==> src/rtl/hazard_scoreboard_if.sv <==
// Issue-stage bundle and scoreboard decisions exchanged between the issue
// logic (master) and the hazard scoreboard (slave).
interface hazard_scoreboard_if #(
  parameter int LANES      = 2,
  parameter int REG_W      = 5,
  parameter int FWD_STAGES = 3
);
  localparam int FSEL_W = $clog2(FWD_STAGES * LANES + 1);
  localparam int ML_W   = (LANES > 1) ? $clog2(LANES) : 1;

  logic [LANES-1:0]        issue_valid;
  logic [LANES*REG_W-1:0]  issue_rs1;
  logic [LANES*REG_W-1:0]  issue_rs2;
  logic [LANES*REG_W-1:0]  issue_rd;
  logic [LANES-1:0]        issue_rd_we;
  logic [LANES-1:0]        issue_is_load;
  logic [LANES-1:0]        issue_is_store;
  logic [LANES-1:0]        issue_is_branch;
  logic                    mispredict;
  logic [ML_W-1:0]         mispredict_lane;

  logic [LANES-1:0]        issue_grant;
  logic                    stall_front;
  logic [LANES*FSEL_W-1:0] fwd_sel_rs1;
  logic [LANES*FSEL_W-1:0] fwd_sel_rs2;
  logic                    flush_dec;
  logic                    flush_issue;
  logic [31:0]             stall_cycles;

  modport master (
    output issue_valid, issue_rs1, issue_rs2, issue_rd, issue_rd_we,
           issue_is_load, issue_is_store, issue_is_branch,
           mispredict, mispredict_lane,
    input  issue_grant, stall_front, fwd_sel_rs1, fwd_sel_rs2,
           flush_dec, flush_issue, stall_cycles
  );

  modport slave (
    input  issue_valid, issue_rs1, issue_rs2, issue_rd, issue_rd_we,
           issue_is_load, issue_is_store, issue_is_branch,
           mispredict, mispredict_lane,
    output issue_grant, stall_front, fwd_sel_rs1, fwd_sel_rs2,
           flush_dec, flush_issue, stall_cycles
  );
endinterface

==> src/rtl/hazard_scoreboard.sv <==
// Multi-lane hazard scoreboard: in-order grant prefix, operand forwarding
// selects, load-use/structural stalls and a two-cycle mispredict flush.
module hazard_scoreboard #(
  parameter int LANES      = 2,
  parameter int REG_W      = 5,
  parameter int FWD_STAGES = 3,
  parameter int MEM_PORTS  = 1,
  parameter int BR_PORTS   = 1,
  parameter int FSEL_W     = $clog2(FWD_STAGES * LANES + 1)
) (
  input  logic               clk,
  input  logic               rst,
  hazard_scoreboard_if.slave bus
);
  localparam int ML_W = (LANES > 1) ? $clog2(LANES) : 1;

  typedef struct packed {
    logic             v;
    logic [REG_W-1:0] rd;
    logic             we;
    logic             ld;
  } entry_t;

  typedef enum logic {RUN = 1'b0, FLUSH = 1'b1} state_t;

  // x0 is hardwired zero, so it never creates a dependency.
  function automatic logic src_hit(entry_t e, logic [REG_W-1:0] src);
    return e.v && e.we && (e.rd == src) && (src != '0);
  endfunction

  entry_t           sh_q     [FWD_STAGES][LANES];
  entry_t           sh0_kill [LANES];
  state_t           state_q, state_d;
  logic             flush;
  logic             mp_kill;
  logic [LANES-1:0] raw_grant;
  logic [LANES-1:0] grant;
  logic             stall_front;
  logic [31:0]      stall_q;

  // ---------------------------------------------------------------- FSM
  always_ff @(posedge clk) begin
    // NOTE: sequential state uses non-blocking assignments so every flop
    // samples pre-edge values regardless of block ordering.
    if (rst) state_q <= RUN;
    else     state_q <= state_d;
  end

  always_comb begin
    // NOTE: every combinational output gets a default before any branch,
    // otherwise an unassigned path infers a latch.
    state_d = state_q;
    flush   = 1'b0;
    mp_kill = 1'b0;
    if (!rst) begin
      unique case (state_q)
        RUN: begin
          if (bus.mispredict) begin
            state_d = FLUSH;
            flush   = 1'b1;
            mp_kill = 1'b1;
          end
        end
        FLUSH: begin
          state_d = RUN;
          flush   = 1'b1;
        end
        default: state_d = RUN;
      endcase
    end
  end

  // --------------------------------------------------------------- grant
  always_comb begin : grant_calc
    logic             blocked;
    logic             hazard;
    logic             is_mem;
    int               mem_cnt;
    int               br_cnt;
    entry_t           prod;
    logic [REG_W-1:0] s1;
    logic [REG_W-1:0] s2;
    blocked   = 1'b0;
    hazard    = 1'b0;
    is_mem    = 1'b0;
    mem_cnt   = 0;
    br_cnt    = 0;
    prod      = '0;
    s1        = '0;
    s2        = '0;
    raw_grant = '0;
    for (int i = 0; i < LANES; i++) begin
      s1     = bus.issue_rs1[i*REG_W +: REG_W];
      s2     = bus.issue_rs2[i*REG_W +: REG_W];
      hazard = 1'b0;
      // Older lanes of the same bundle cannot forward to younger ones.
      for (int j = 0; j < i; j++) begin
        prod = '{v: 1'b1, rd: bus.issue_rd[j*REG_W +: REG_W],
                 we: bus.issue_rd_we[j], ld: 1'b0};
        if (src_hit(prod, s1) || src_hit(prod, s2)) hazard = 1'b1;
      end
      // A load in Ex has no data yet.
      for (int l = 0; l < LANES; l++) begin
        if (sh_q[0][l].ld && (src_hit(sh_q[0][l], s1) || src_hit(sh_q[0][l], s2)))
          hazard = 1'b1;
      end
      is_mem = bus.issue_is_load[i] | bus.issue_is_store[i];
      if (!bus.issue_valid[i] || hazard ||
          (mem_cnt + int'(is_mem) > MEM_PORTS) ||
          (br_cnt + int'(bus.issue_is_branch[i]) > BR_PORTS))
        blocked = 1'b1;
      if (!blocked) begin
        raw_grant[i] = 1'b1;
        mem_cnt      = mem_cnt + int'(is_mem);
        br_cnt       = br_cnt + int'(bus.issue_is_branch[i]);
      end
    end
  end

  // Mispredict and reset override every stall decision.
  always_comb begin
    grant       = raw_grant;
    stall_front = 1'b0;
    if (rst || flush) grant = '0;
    else              stall_front = (|bus.issue_valid) && (raw_grant != bus.issue_valid);
  end

  assign bus.issue_grant  = grant;
  assign bus.stall_front  = stall_front;
  assign bus.flush_dec    = flush;
  assign bus.flush_issue  = flush;
  assign bus.stall_cycles = stall_q;

  // ---------------------------------------------------------- forwarding
  always_comb begin : fwd_calc
    logic [FSEL_W-1:0] sel1;
    logic [FSEL_W-1:0] sel2;
    logic [REG_W-1:0]  s1;
    logic [REG_W-1:0]  s2;
    sel1            = '0;
    sel2            = '0;
    s1              = '0;
    s2              = '0;
    bus.fwd_sel_rs1 = '0;
    bus.fwd_sel_rs2 = '0;
    for (int i = 0; i < LANES; i++) begin
      s1   = bus.issue_rs1[i*REG_W +: REG_W];
      s2   = bus.issue_rs2[i*REG_W +: REG_W];
      sel1 = '0;
      sel2 = '0;
      if (grant[i]) begin
        // Scan oldest to youngest so the youngest producer overwrites.
        for (int s = FWD_STAGES - 1; s >= 0; s--) begin
          for (int l = 0; l < LANES; l++) begin
            if (!(s == 0 && sh_q[s][l].ld)) begin
              if (src_hit(sh_q[s][l], s1)) sel1 = FSEL_W'(1 + s * LANES + l);
              if (src_hit(sh_q[s][l], s2)) sel2 = FSEL_W'(1 + s * LANES + l);
            end
          end
        end
      end
      bus.fwd_sel_rs1[i*FSEL_W +: FSEL_W] = sel1;
      bus.fwd_sel_rs2[i*FSEL_W +: FSEL_W] = sel2;
    end
  end

  // -------------------------------------------------------------- shadow
  // Ex entries younger than the mispredicted branch are wrong-path.
  always_comb begin
    for (int l = 0; l < LANES; l++) begin
      sh0_kill[l] = sh_q[0][l];
      if (mp_kill && (ML_W'(l) > bus.mispredict_lane)) sh0_kill[l].v = 1'b0;
    end
  end

  always_ff @(posedge clk) begin
    if (rst) begin
      // NOTE: the shadow is a small flop array whose valid bits gate
      // stalls, so every entry is reset rather than left undefined.
      for (int s = 0; s < FWD_STAGES; s++)
        for (int l = 0; l < LANES; l++)
          sh_q[s][l] <= '0;
    end else begin
      for (int l = 0; l < LANES; l++) begin
        sh_q[0][l] <= '{v:  grant[l],
                        rd: bus.issue_rd[l*REG_W +: REG_W],
                        we: bus.issue_rd_we[l],
                        ld: bus.issue_is_load[l]};
        for (int s = 1; s < FWD_STAGES; s++)
          sh_q[s][l] <= (s == 1) ? sh0_kill[l] : sh_q[s-1][l];
      end
    end
  end

  // --------------------------------------------------------- stall count
  always_ff @(posedge clk) begin
    if (rst)
      stall_q <= '0;
    else if (state_q == RUN && stall_front && stall_q != 32'hFFFF_FFFF)
      stall_q <= stall_q + 32'd1;
  end
endmodule

==> src/flat_wrapper.sv <==
// flat-port wrapper written by rule: the top's interface ports become plain ports
module hazard_scoreboard_flat 
#(
  parameter int LANES      = 2,
  parameter int REG_W      = 5,
  parameter int FWD_STAGES = 3,
  parameter int MEM_PORTS  = 1,
  parameter int BR_PORTS   = 1,
  parameter int FSEL_W     = $clog2(FWD_STAGES * LANES + 1)
)
  (clk, rst, bus_issue_valid, bus_issue_rs1, bus_issue_rs2, bus_issue_rd, bus_issue_rd_we, bus_issue_is_load, bus_issue_is_store, bus_issue_is_branch, bus_mispredict, bus_mispredict_lane, bus_issue_grant, bus_stall_front, bus_fwd_sel_rs1, bus_fwd_sel_rs2, bus_flush_dec, bus_flush_issue, bus_stall_cycles);
  hazard_scoreboard_if #(.LANES(LANES), .REG_W(REG_W), .FWD_STAGES(FWD_STAGES)) bus_i ();
  input  logic clk;
  input  logic rst;
  input wire logic [$bits(bus_i.issue_valid)-1:0] bus_issue_valid;
  input wire logic [$bits(bus_i.issue_rs1)-1:0] bus_issue_rs1;
  input wire logic [$bits(bus_i.issue_rs2)-1:0] bus_issue_rs2;
  input wire logic [$bits(bus_i.issue_rd)-1:0] bus_issue_rd;
  input wire logic [$bits(bus_i.issue_rd_we)-1:0] bus_issue_rd_we;
  input wire logic [$bits(bus_i.issue_is_load)-1:0] bus_issue_is_load;
  input wire logic [$bits(bus_i.issue_is_store)-1:0] bus_issue_is_store;
  input wire logic [$bits(bus_i.issue_is_branch)-1:0] bus_issue_is_branch;
  input wire logic [$bits(bus_i.mispredict)-1:0] bus_mispredict;
  input wire logic [$bits(bus_i.mispredict_lane)-1:0] bus_mispredict_lane;
  output wire logic [$bits(bus_i.issue_grant)-1:0] bus_issue_grant;
  output wire logic [$bits(bus_i.stall_front)-1:0] bus_stall_front;
  output wire logic [$bits(bus_i.fwd_sel_rs1)-1:0] bus_fwd_sel_rs1;
  output wire logic [$bits(bus_i.fwd_sel_rs2)-1:0] bus_fwd_sel_rs2;
  output wire logic [$bits(bus_i.flush_dec)-1:0] bus_flush_dec;
  output wire logic [$bits(bus_i.flush_issue)-1:0] bus_flush_issue;
  output wire logic [$bits(bus_i.stall_cycles)-1:0] bus_stall_cycles;
  assign bus_i.issue_valid = bus_issue_valid;
  assign bus_i.issue_rs1 = bus_issue_rs1;
  assign bus_i.issue_rs2 = bus_issue_rs2;
  assign bus_i.issue_rd = bus_issue_rd;
  assign bus_i.issue_rd_we = bus_issue_rd_we;
  assign bus_i.issue_is_load = bus_issue_is_load;
  assign bus_i.issue_is_store = bus_issue_is_store;
  assign bus_i.issue_is_branch = bus_issue_is_branch;
  assign bus_i.mispredict = bus_mispredict;
  assign bus_i.mispredict_lane = bus_mispredict_lane;
  assign bus_issue_grant = bus_i.issue_grant;
  assign bus_stall_front = bus_i.stall_front;
  assign bus_fwd_sel_rs1 = bus_i.fwd_sel_rs1;
  assign bus_fwd_sel_rs2 = bus_i.fwd_sel_rs2;
  assign bus_flush_dec = bus_i.flush_dec;
  assign bus_flush_issue = bus_i.flush_issue;
  assign bus_stall_cycles = bus_i.stall_cycles;
  hazard_scoreboard #(.LANES(LANES), .REG_W(REG_W), .FWD_STAGES(FWD_STAGES), .MEM_PORTS(MEM_PORTS), .BR_PORTS(BR_PORTS), .FSEL_W(FSEL_W)) u_core (.clk(clk), .rst(rst), .bus(bus_i));
endmodule
==> config.mk <==
export PLATFORM = sky130hd
export DESIGN_NAME = hazard_scoreboard_flat
export DESIGN_NICKNAME = d
export VERILOG_FILES = /design/src/rtl/hazard_scoreboard_if.sv /design/src/rtl/hazard_scoreboard.sv /design/src/flat_wrapper.sv
export SDC_FILE = /design/constraint.sdc
export NUM_CORES = 1
export LEC_CHECK = 0
export ABC_AREA = 0
export ABC_CLOCK_PERIOD_IN_PS = 7570
export CAP_MARGIN = 5
export CORE_MARGIN = 3
export CORE_UTILIZATION = 60
export DETAILED_ROUTE_END_ITERATION = 7
export DONT_BUFFER_PORTS = 1
export GPL_ROUTABILITY_DRIVEN = 0
export PLACE_DENSITY = 0.72
export SKIP_LAST_GASP = 1
export SYNTH_ARGS = -nofsm -noshare
export SYNTH_HDL_FRONTEND = slang
export SYNTH_SLANG_ARGS = --single-unit
==> constraint.sdc <==
create_clock -name clk -period 7.57 [get_ports clk]
set_clock_uncertainty 0.2 [all_clocks]
set_input_delay 0.3785 -clock clk [delete_from_list [all_inputs] [get_ports clk]]
set_output_delay 0.3785 -clock clk [all_outputs]
set_load 0.02 [all_outputs]
==> qor.csv <==
stage,metric,value,unit
global_route,first-pass GRT wire length,21900,microns
placement,Post-Place Cells,650,
pwr,maximum VDD drop,0.108,mV
worst_setup_path,Critical Path Source,u_core.sh_q[0][14],
worst_hold_path,Worst Hold Class,in2reg,
worst_setup_path,CP Class,reg2out,
global_route,Global Route Usage Sum,28.7,%
worst_setup_path,CP Cell Sequence,"xnor2_1, nand4_1, nor4_1, o21ai_0, nand4_1, or3_1, a211oi_1",
route,Vias,4239,
pwr,Tot Pwr,837,uW
pwr,PwrDens,160,nW/um^2
floorplanning,die area,9480,sq um
cells_and_area,filler cell count,682,
yosys,top post-synthesis cells by area,"dfxtp_1 31%, xnor2_1 21%, nor2b_1 6.1%",
clock_tree,CTS tree,done,
route,DR vias/cell,6.22,
yosys,"Avg Cell Area, Syn",8.20,sq um
yosys,largest area contributor in the netlist,dfxtp_1,
placement,DP HPWL,10000,microns
cells_and_area,ant diodes,0,
global_route,total grt overflow,0,
route,Post-route DRC,0,
pwr,leakage,0.00164,uW
yosys,synthesized area,5010,sq um
timing,final setup TNS,0,ps
timing,Slew @ Worst Pin,863,ps
worst_setup_path,cell mode on critical path,nand4_1,
global_route,vias in the first global route,4152,
cells_and_area,nets,620,
timing,max-slew violation count,0,
cells_and_area,Final Non-Filler Cells,682,
worst_setup_path,Crit. End Element,primary output,
floorplanning,IO Pins,93,
route,Pre-antenna DRT Iters,5,
worst_setup_path,Crit Path Max Fanout,10,
route,final wirelength,13600,microns
timing,Final setup viols,0,
yosys,"Async S/R FF share, synth",0,%
floorplanning,Die Wd,97.4,microns
yosys,#FFs+latches synth,77,
timing,final period utilization,50.0,%
global_route,largest net degree at the start of global routing,74,
worst_setup_path,Critical-path top delay cell,a211oi_1,
worst_setup_path,crit-path max cell delay,710,ps
clock_tree,cts bufs inserted,9,
yosys,register area share after synthesis,30.8,%
clock_tree,CTS root buf,clkbuf_8,
worst_hold_path,hold path start,bus_mispredict,
cells_and_area,area growth from synthesis to layout,4.17,%
timing,hold_ws,27.7,ps
floorplanning,initial core utilization,63.2,%
yosys,number of synthesized flops with an enable pin,0,
flow_run,maxcap violations,0,
yosys,unique cell type count in the Yosys netlist,46,
status,status,"complete, no violations",
floorplanning,Placement Rows,32,
clock_tree,"CTS clk-pin slew, worst paths",80,ps
clock_tree,clk sinks,77,
yosys,Mapped Nets,656,
yosys,synth warn,0,
route,initial detailed-routing violation count,477,
cells_and_area,post-layout util,65.8,%
placement,Port Buf Inserts,0,
cells_and_area,share of post-route cells with drive strength above 1,5.52,%
worst_setup_path,"Arr. time, crit path",3210,ps
clock_tree,Clock Path Buffers,2,
floorplanning,die outline height,97.4,microns
clock_tree,cts repair resizes,0,
worst_setup_path,worst r2r src,u_core.bus.stall_cycles[7],
timing,Final Hold Fails,0,
timing,Rel. slew slack,42.3,%
global_route,initial antenna violation count,0,
yosys,Synth Flop Type,dfxtp_1,
clock_tree,htree depth,3,
route,WL per Instance,20.0,microns
floorplanning,core area,7930,sq um
timing,RSZ-0062 raised after global routing,no,
route,DRT antenna net count,0,
worst_setup_path,Critical Path RT,6990,ps
timing,Max Fclk,0.264,GHz
worst_setup_path,Critical Path Start Type,register,
clock_tree,Worst-Skew Late Latency,340,ps
yosys,Synth top area share,30.8,%
timing,crit path time final,3790,ps
yosys,Post-Syn Instances,611,
[cells in the final DEF, fill, tap and decap left out, types with 3 or more instances in the layout]
master	netlist	routed
nand3_1	12	12
xnor2_1	118	118
nor3_1	18	18
nor4_1	24	24
nor2b_1	49	49
clkbuf_8	0	9
o21ai_0	12	12
inv_1	13	13
and3_1	9	9
a21oi_1	17	17
or3_1	4	4
or4_1	11	11
xor2_1	35	35
dlygate4sd3_1	0	15
nor4b_1	4	4
nand2_1	30	30
dfxtp_1	77	77
a211oi_1	4	4
nand4_1	34	34
nor2_1	42	42
and2_1	4	4
nor2_2	3	3
or4_4	3	3
[cell usage after synthesis, drive strengths merged, types with 2 or more instances]
library cell  number
and4               2
inv               13
or3                4
nor2b             49
o21ai             12
o31ai              2
nand4             35
nor4              24
nor4b              4
and3               9
nand3             12
a21bo              2
a21oi             18
nor2              46
nand2             30
nor3              18
xor2              35
and2               4
nor3b              2
a211oi             4
xnor2            118
dfxtp             77
clkbuf            36
or4               14
mux2               2
buf               29
[layout make-up]
type                       count  area, sq um  share of cell area [%]
clock inverter                 6         71.3                    1.37
tap                          102          128                    2.45
sequential                    77         1540                    29.5
inverter                      13         48.8                   0.935
multi-input combinational    456         3110                    59.6
clock buffer                  10          128                    2.45
timing repair buffer          18          193                    3.69
[worst max-delay path: cells and delay by family (launching register included)]
kind | cells | cell delay (ps)
simple gates | 4 | 1170
xor+xnor | 1 | 130
compound gates | 2 | 1030
flops | 1 | 550
[per-layer routing]
metal / wire length (microns) / GRT usage, %
met3: 1820 / 10.3
met4: 370 / 8.84
met1: 5690 / 39.8
met5: 0 / 0
met2: 5750 / 41.6
[worst paths after layout]
path | end | slack (ps) | cells after the start
worst max-delay path | bus_fwd_sel_rs2[5] | 3780 | 7
worst min-delay path | u_core.state_q | 30 | 1
worst max register to register | u_core.bus.stall_cycles[23] | 4080 | 10
worst min register to register | u_core.sh_q[0][41] | 250 | 1
[flip-flops by register name (all words and copies together), names as in the netlist]
register / flops
u_core.bus.stall_cycles: 32
u_core.sh_q: 44
u_core.state_q: 1
[metrics by stage]
step / worst slack, ps / area [sq um]
floorplan: 4130 / 5010
global placement: 3950 / 4840
detailed placement: 3830 / 4840
CTS: 3810 / 5220
global route: 3620 / 5220
finish: 3780 / 5220
[logic make-up (layout without fill, tap and decap cells)]
kind of cell	count (synthesis)	after routing	synth area share [%]
simple gates	257	257	29.0
xor+xnor	153	153	26.8
buf+inv	78	47	7.39
flops	77	77	30.8
compound gates	42	42	5.17
mux	3	3	0.649
fa+ha+maj	1	1	0.250
[where the power goes]
part / internal (uW) / switching (uW)
sequential: 414 / 22.5
clock: 155 / 153
combinational: 53.8 / 38.1
[repair_timing]
action	CTS	global route
setup buffers	0	0
endpoints found under the hold margin	73	0
hold buffers	16	0
Note: power is estimated with default switching activity, not from simulation.
